$ cat src/rtl/memacc_pkg.sv
// memacc_pkg: constants and helpers shared by the memory-access stage and
// its neighbours (execute, write-back).
//   - ST_*       : memacc FSM state encodings
//   - MEM_*      : ex_mem size/sign codes (loads and stores share them)
//   - ZERO_WORD  : 64-bit zero used for reset values
//   - mem_size() : access size from an ex_mem code
//   - size_mask(): unshifted byte-enable pattern for an access size
//   - addr_misaligned(): natural-alignment check on the low address bits
package memacc_pkg;

  localparam logic [63:0] ZERO_WORD = 64'h0000_0000_0000_0000;

  // FSM encodings kept as plain constants so older code can use them too.
  localparam logic [1:0] ST_IDLE = 2'd0;
  localparam logic [1:0] ST_REQ  = 2'd1;
  localparam logic [1:0] ST_WAIT = 2'd2;

  // ex_mem codes. For stores the signed/unsigned variants mean the same size.
  localparam logic [2:0] MEM_ILL = 3'b000;
  localparam logic [2:0] MEM_LB  = 3'b001;
  localparam logic [2:0] MEM_LH  = 3'b010;
  localparam logic [2:0] MEM_LW  = 3'b011;
  localparam logic [2:0] MEM_LBU = 3'b100;
  localparam logic [2:0] MEM_LHU = 3'b101;
  localparam logic [2:0] MEM_LWU = 3'b110;
  localparam logic [2:0] MEM_LD  = 3'b111;

  typedef enum logic [1:0] {
    SZ_BYTE  = 2'd0,
    SZ_HALF  = 2'd1,
    SZ_WORD  = 2'd2,
    SZ_DWORD = 2'd3
  } mem_size_e;

  // Access size for a code; the illegal code maps to byte and is rejected
  // separately by the caller.
  function automatic mem_size_e mem_size(input logic [2:0] code);
    mem_size_e sz;
    case (code)
      MEM_LB, MEM_LBU: sz = SZ_BYTE;
      MEM_LH, MEM_LHU: sz = SZ_HALF;
      MEM_LW, MEM_LWU: sz = SZ_WORD;
      MEM_LD:          sz = SZ_DWORD;
      default:         sz = SZ_BYTE;
    endcase
    return sz;
  endfunction

  // Byte enables for an access at offset 0.
  function automatic logic [7:0] size_mask(input mem_size_e sz);
    logic [7:0] m;
    case (sz)
      SZ_BYTE:  m = 8'h01;
      SZ_HALF:  m = 8'h03;
      SZ_WORD:  m = 8'h0F;
      SZ_DWORD: m = 8'hFF;
      default:  m = 8'h00;
    endcase
    return m;
  endfunction

  // An access is aligned when its offset is a multiple of its size.
  function automatic logic addr_misaligned(input mem_size_e sz,
                                           input logic [2:0] off);
    logic bad;
    case (sz)
      SZ_BYTE:  bad = 1'b0;
      SZ_HALF:  bad = off[0];
      SZ_WORD:  bad = |off[1:0];
      SZ_DWORD: bad = |off;
      default:  bad = 1'b1;
    endcase
    return bad;
  endfunction

endpackage

$ cat src/rtl/memacc_align.sv
// memacc_align: purely combinational lane steering for memacc.
// Ports:
//   mem_i      [2:0]  size/sign code of the op being offered
//   addr_lo_i  [2:0]  byte offset of the op being offered
//   wdata_i    [63:0] right-justified store data of the op being offered
//   rd_off_i   [2:0]  byte offset of the load waiting for data
//   rdata_i    [63:0] aligned read doubleword from the bus
//   misalign_o        op is illegal or not naturally aligned
//   wmask_o    [7:0]  byte enables placed at the op's offset
//   wdata_o    [63:0] store data moved to the op's byte lanes
//   rdata_o    [63:0] read data right-justified for write-back
module memacc_align
  import memacc_pkg::*;
(
  input  logic [2:0]  mem_i,
  input  logic [2:0]  addr_lo_i,
  input  logic [63:0] wdata_i,
  input  logic [2:0]  rd_off_i,
  input  logic [63:0] rdata_i,
  output logic        misalign_o,
  output logic [7:0]  wmask_o,
  output logic [63:0] wdata_o,
  output logic [63:0] rdata_o
);

  mem_size_e sz_s;

  // Alignment check and lane shifts; shift amounts are offset*8 bits.
  always_comb begin
    sz_s       = mem_size(mem_i);
    misalign_o = (mem_i == MEM_ILL) | addr_misaligned(sz_s, addr_lo_i);
    // Aligned ops never shift enables past bit 7, so truncation is safe.
    wmask_o    = size_mask(sz_s) << addr_lo_i;
    wdata_o    = wdata_i << {addr_lo_i, 3'b000};
    rdata_o    = rdata_i >> {rd_off_i, 3'b000};
  end

endmodule

$ cat src/rtl/memacc.sv
// memacc: memory-access stage between execute and write-back.
// Accepts one load/store from execute, rejects illegal or misaligned ops,
// issues a valid/ready data-bus request, waits for load data and hands the
// right-justified doubleword plus its load code to write-back.
// Ports:
//   clk, rst                     clock, synchronous active-high reset
//   ex_valid/ex_ready            execute handshake (ready only in IDLE)
//   ex_we, ex_mem, ex_addr,
//   ex_wdata                     op kind, size code, byte address, store data
//   dbus_req/dbus_ready          bus request handshake
//   dbus_we, dbus_addr,
//   dbus_wdata, dbus_wmask       request payload (held stable while pending)
//   dbus_rvalid, dbus_rdata      load return
//   mem_r_data, mem              last completed load data and code
//   wb_ena, mem_done, misalign   single-cycle completion pulses
module memacc
  import memacc_pkg::*;
(
  input  logic        clk,
  input  logic        rst,
  input  logic        ex_valid,
  output logic        ex_ready,
  input  logic        ex_we,
  input  logic [2:0]  ex_mem,
  input  logic [63:0] ex_addr,
  input  logic [63:0] ex_wdata,
  output logic        dbus_req,
  input  logic        dbus_ready,
  output logic        dbus_we,
  output logic [63:0] dbus_addr,
  output logic [63:0] dbus_wdata,
  output logic [7:0]  dbus_wmask,
  input  logic        dbus_rvalid,
  input  logic [63:0] dbus_rdata,
  output logic [63:0] mem_r_data,
  output logic [2:0]  mem,
  output logic        wb_ena,
  output logic        mem_done,
  output logic        misalign
);

  logic [1:0]  state_q, state_d;
  logic        we_q, we_d;
  logic [2:0]  code_q, code_d;
  logic [63:0] addr_q, addr_d;
  logic [63:0] wdata_q, wdata_d;
  logic [7:0]  wmask_q, wmask_d;
  logic [63:0] mem_r_data_q, mem_r_data_d;
  logic [2:0]  mem_q, mem_d;
  logic        wb_ena_q, wb_ena_d;
  logic        mem_done_q, mem_done_d;
  logic        misalign_q, misalign_d;

  logic        al_misalign_s;
  logic [7:0]  al_wmask_s;
  logic [63:0] al_wdata_s;
  logic [63:0] al_rdata_s;
  logic        accept_s;

  // Store lanes and the misalign check are computed from the incoming op so
  // the bus payload can be registered at accept; the read shift uses the
  // offset latched with the pending load.
  memacc_align u_align (
    .mem_i      (ex_mem),
    .addr_lo_i  (ex_addr[2:0]),
    .wdata_i    (ex_wdata),
    .rd_off_i   (addr_q[2:0]),
    .rdata_i    (dbus_rdata),
    .misalign_o (al_misalign_s),
    .wmask_o    (al_wmask_s),
    .wdata_o    (al_wdata_s),
    .rdata_o    (al_rdata_s)
  );

  // Execute may hand over an op only while idle and out of reset.
  assign ex_ready = (state_q == ST_IDLE) && !rst;
  assign accept_s = ex_valid && ex_ready;

  // Next-state and next-output logic for the IDLE/REQ/WAIT sequence.
  always_comb begin
    state_d      = state_q;
    we_d         = we_q;
    code_d       = code_q;
    addr_d       = addr_q;
    wdata_d      = wdata_q;
    wmask_d      = wmask_q;
    mem_r_data_d = mem_r_data_q;
    mem_d        = mem_q;
    wb_ena_d     = 1'b0;
    mem_done_d   = 1'b0;
    misalign_d   = 1'b0;

    case (state_q)
      ST_IDLE: begin
        if (accept_s) begin
          we_d    = ex_we;
          code_d  = ex_mem;
          addr_d  = ex_addr;
          wdata_d = al_wdata_s;
          wmask_d = al_wmask_s;
          if (al_misalign_s) begin
            // Rejected ops finish immediately without touching the bus.
            misalign_d = 1'b1;
            mem_done_d = 1'b1;
            state_d    = ST_IDLE;
          end else begin
            state_d    = ST_REQ;
          end
        end else begin
          state_d = ST_IDLE;
        end
      end

      ST_REQ: begin
        if (dbus_ready) begin
          if (we_q) begin
            mem_done_d = 1'b1;
            state_d    = ST_IDLE;
          end else begin
            state_d    = ST_WAIT;
          end
        end else begin
          state_d = ST_REQ;
        end
      end

      ST_WAIT: begin
        if (dbus_rvalid) begin
          mem_r_data_d = al_rdata_s;
          mem_d        = code_q;
          wb_ena_d     = 1'b1;
          mem_done_d   = 1'b1;
          state_d      = ST_IDLE;
        end else begin
          state_d = ST_WAIT;
        end
      end

      default: state_d = ST_IDLE;
    endcase
  end

  // State and output registers; reset abandons any pending transaction.
  always_ff @(posedge clk) begin
    if (rst) begin
      state_q      <= ST_IDLE;
      we_q         <= 1'b0;
      code_q       <= MEM_ILL;
      addr_q       <= ZERO_WORD;
      wdata_q      <= ZERO_WORD;
      wmask_q      <= 8'h00;
      mem_r_data_q <= ZERO_WORD;
      mem_q        <= MEM_ILL;
      wb_ena_q     <= 1'b0;
      mem_done_q   <= 1'b0;
      misalign_q   <= 1'b0;
    end else begin
      state_q      <= state_d;
      we_q         <= we_d;
      code_q       <= code_d;
      addr_q       <= addr_d;
      wdata_q      <= wdata_d;
      wmask_q      <= wmask_d;
      mem_r_data_q <= mem_r_data_d;
      mem_q        <= mem_d;
      wb_ena_q     <= wb_ena_d;
      mem_done_q   <= mem_done_d;
      misalign_q   <= misalign_d;
    end
  end

  // Bus payload comes straight from registers, so it cannot change while
  // a request is pending.
  assign dbus_req   = (state_q == ST_REQ);
  assign dbus_we    = we_q;
  assign dbus_addr  = {addr_q[63:3], 3'b000};
  assign dbus_wdata = wdata_q;
  assign dbus_wmask = wmask_q;

  assign mem_r_data = mem_r_data_q;
  assign mem        = mem_q;
  assign wb_ena     = wb_ena_q;
  assign mem_done   = mem_done_q;
  assign misalign   = misalign_q;

endmodule

$ cat config.mk
export PLATFORM = sky130hd
export DESIGN_NAME = memacc
export DESIGN_NICKNAME = d
export VERILOG_FILES = /design/src/rtl/memacc_pkg.sv /design/src/rtl/memacc_align.sv /design/src/rtl/memacc.sv
export SDC_FILE = /design/constraint.sdc
export NUM_CORES = 1
export LEC_CHECK = 0
export ABC_CLOCK_PERIOD_IN_PS = 2200
export BUFFER_PORTS_ARGS = -buffer_cell sky130_fd_sc_hd__buf_2
export CORE_AREA = 5 5 218 167
export CTS_BUF_LIST = sky130_fd_sc_hd__clkbuf_16
export DETAILED_ROUTE_END_ITERATION = 6
export DIE_AREA = 0 0 223 172
export GPL_ROUTABILITY_DRIVEN = 0
export SYNTH_ARGS = -nofsm -noshare
export SYNTH_HDL_FRONTEND = slang
export SYNTH_HIERARCHICAL = 1
export SYNTH_SLANG_ARGS = --single-unit
$ cat constraint.sdc
create_clock -name clk -period 2.2 [get_ports clk]
set_input_delay 0.11 -clock clk [delete_from_list [all_inputs] [get_ports clk]]
set_output_delay 0.11 -clock clk [all_outputs]
set_load 0.05 [all_outputs]
==> results.json <==
{
  "status": "complete, no violations",
  "cts_tree": "built",
  "viasPerCell": 5.23,
  "die_area_um2": 38400,
  "max_slew.worst_pin.slew_ns": 0.981,
  "power_frac_clock": 0.391,
  "min-delay-start": "dbus_rdata[50]",
  "ioPinCount": 410,
  "hold_viol": 0,
  "synth-seq-area-share": 0.362,
  "fin_crit_sh": 0.938,
  "startpoint": "state_q[1]",
  "start_util": 0.343,
  "final_cell_area_um2": 15300,
  "die_y_um": 172,
  "core_area_um2": 34100,
  "synthArstFlopShare": 0,
  "num-nets-final": 2048,
  "rsz0062_at_grt": "false",
  "r2r_start": "state_q[1]",
  "p_int_mw": 7.26,
  "end_kind": "flip-flop",
  "path_class": "flip-flop to flip-flop",
  "min_period_ns": 2.06,
  "syn_to_final_growth_pct": 30.6,
  "synth_seq_cells": 212,
  "htreeDepth": 1,
  "drc": 0,
  "yosysTopAreaCellShare": 0.362,
  "cts_buffers": 25,
  "grt_max_degree": 107,
  "syn-cell-area_um2": 11700,
  "arrival_ns": 2.53,
  "io_buffer_count": 406,
  "yosysWarningCount": 6,
  "yosysUniqueCellTypes": 54,
  "drtIter0Drc": 1199,
  "cp_data_required_time_ns": 2.67,
  "fin_setup_tns_ns": 0,
  "final_cells": 2324,
  "placed_cells": 2188,
  "relSlewSlack": 0.346,
  "hold_path_class": "input port to flip-flop",
  "cp-start-kind": "flip-flop",
  "seqPwrFrac": 0.383,
  "clock_latency_ns": 0.54,
  "netlist_instances": 1473,
  "synthFlopType": "dfxtp_1",
  "setup_viol": 0,
  "wl_per_cell_um": 19.9,
  "drive_gt1_frac": 0.316,
  "holdWs_ns": 0.0422,
  "dr.pass1.iters": 5,
  "ir_drop_mv": 0.636,
  "critPathMaxFanout": 55,
  "placed_cell_area_um2": 13600,
  "grt_pass1_wl_um": 68600,
  "grt_usage": 0.224,
  "postRouteAntennaNets": 0,
  "synth_top_cell_by_area": "dfxtp_1",
  "num_rows": 59,
  "ys_top_cells_by_area": "dfxtp_1, nand2_1, a21oi_1",
  "wirelength_um": 46300,
  "swShare": 0.313,
  "fin_worst_skew_ns": 0.0179,
  "p_per_area_nw_per_um2": 691,
  "clk_path_buf_depth": 3,
  "pwr-share-comb": 0.225,
  "p_leak_nw": 6.61,
  "final_max_slew_viol_count": 0,
  "grt-ovfl-total": 0,
  "dp_hpwl_um": 33600,
  "avgSynthCellArea_um2": 7.95,
  "cts.sinks": 212,
  "grt_pass1_vias": 11400,
  "fillers": 3438,
  "via_count": 12200,
  "die_x_um": 223,
  "clk_transition_reported_paths_ns": 0.07,
  "max-cap-violations": 0,
  "switching_power_mw": 3.30,
  "cts_root_buf": "clkbuf_16",
  "antenna_found_initial": 1,
  "synth_edf_count": 0,
  "fmax_mhz": 485
}
==> cells in the mapped netlist (3+ instances only) <==
cell / instances
o32ai_1: 24
o31ai_1: 4
a211oi_1: 24
mux2i_2: 8
buf_6: 21
o21ai_0: 6
buf_1: 7
nor2_1: 85
o21ai_1: 8
inv_1: 9
a2bb2oi_1: 8
and2_1: 29
buf_8: 3
inv_2: 12
a21oi_1: 216
mux2_4: 26
clkbuf_1: 60
mux2i_1: 24
nor3_1: 6
mux4_2: 32
nor2b_1: 18
nand2_1: 449
a22oi_1: 14
mux2_2: 13
a31oi_1: 6
buf_2: 26
buf_4: 73
o22ai_1: 9
mux2_1: 11
dfxtp_1: 212
==> per-stage QoR <==
step | setup WS [ns] | power (mW) | util
after global placement | 0.347 | 6.31 | 0.398
after floorplan | 0.553 | 5.68 | -
after detailed placement | 0.306 | 6.33 | 0.398
final | 0.137 | 10.6 | 0.448
after CTS | 0.0169 | 10.6 | 0.447
after global routing | 0.0310 | 11.0 | 0.448
==> final cells by class <==
type                       instances  area [µm²]  area share
sequential                       212        4250       0.278
inverter                          21        78.8     0.00515
clock buffer                      25         626      0.0409
antenna                            1        2.50    0.000164
clock inverter                    21         176      0.0115
tap                              457         572      0.0374
timing repair buffer             536        3420       0.223
multi-input combinational       1051        6170       0.404
==> path summary, 6_finish.rpt <==
kind / end / slack, ns / cells past startpoint
setup / recovery: addr_q[56] / 0.14 / 6
hold / removal: mem_r_data[50] / 0.04 / 5
setup reg to reg: addr_q[56] / 0.14 / 6
hold reg to reg: mem_r_data[3] / 0.45 / 2
==> critical path: stages (launching register included) <==
cell and delay, ns:
dfxtp_2 0.37, nor4b_4 0.33, clkbuf_16 0.27, buf_16 0.24, nand2_1 0.08, a21oi_1 0.13, dlygate4sd3_1 0.56
==> cells by family after synthesis <==
logic type,count (synthesis),share of synthesized area
flops,212,0.362
compound gates,331,0.166
buf+inv,212,0.112
other cells,1,0.000320
simple gates,602,0.209
mux,115,0.150
==> repair_timing <==
item                                    4_1_cts  5_1_grt
gates resized for setup                       0        5
hold buffers                                 87        0
buffers inserted                              0        1
endpoints found under the hold margin        89        0
endpoints found under the setup margin        0        3
==> cell usage in the layout, fill, tap and decap left out, types with 26 or more instances in the layout <==
master	count
nor2_1	85
mux2_4	26
buf_4	29
buf_2	404
nand2_1	449
and2_1	29
mux4_2	32
clkbuf_16	26
dfxtp_1	208
dlygate4sd3_1	87
a21oi_1	216
==> power by group through the flow <==
stage	clock (mW)	combinational, mW	sequential, mW
after floorplan	0	1.35	4.33
after global placement	0	2.19	4.13
after detailed placement	0	2.20	4.13
after CTS	4.27	2.32	4.05
after global routing	4.42	2.52	4.06
final	4.13	2.38	4.05
==> flip-flops by register name, indices dropped and copies added, names as in the netlist <==
| signal | count |
|---|---|
| addr_q | 64 |
| dbus_wdata | 64 |
| mem_r_data | 64 |
| dbus_wmask | 8 |
| code_q | 3 |
| mem | 3 |
| state_q | 2 |
| dbus_we | 1 |
| mem_done | 1 |
| misalign | 1 |
| wb_ena | 1 |
==> per-layer routing <==
layer / part of all wire / up-vias / GRT usage
li1: - / 5658 / -
met1: 0.43 / 5739 / 0.318
met2: 0.42 / 663 / 0.329
met3: 0.12 / 91 / 0.0691
met4: 0.033 / 0 / 0.0660
met5: 0 / - / 0
No activity file was read; power rests on OpenSTA's default activity.
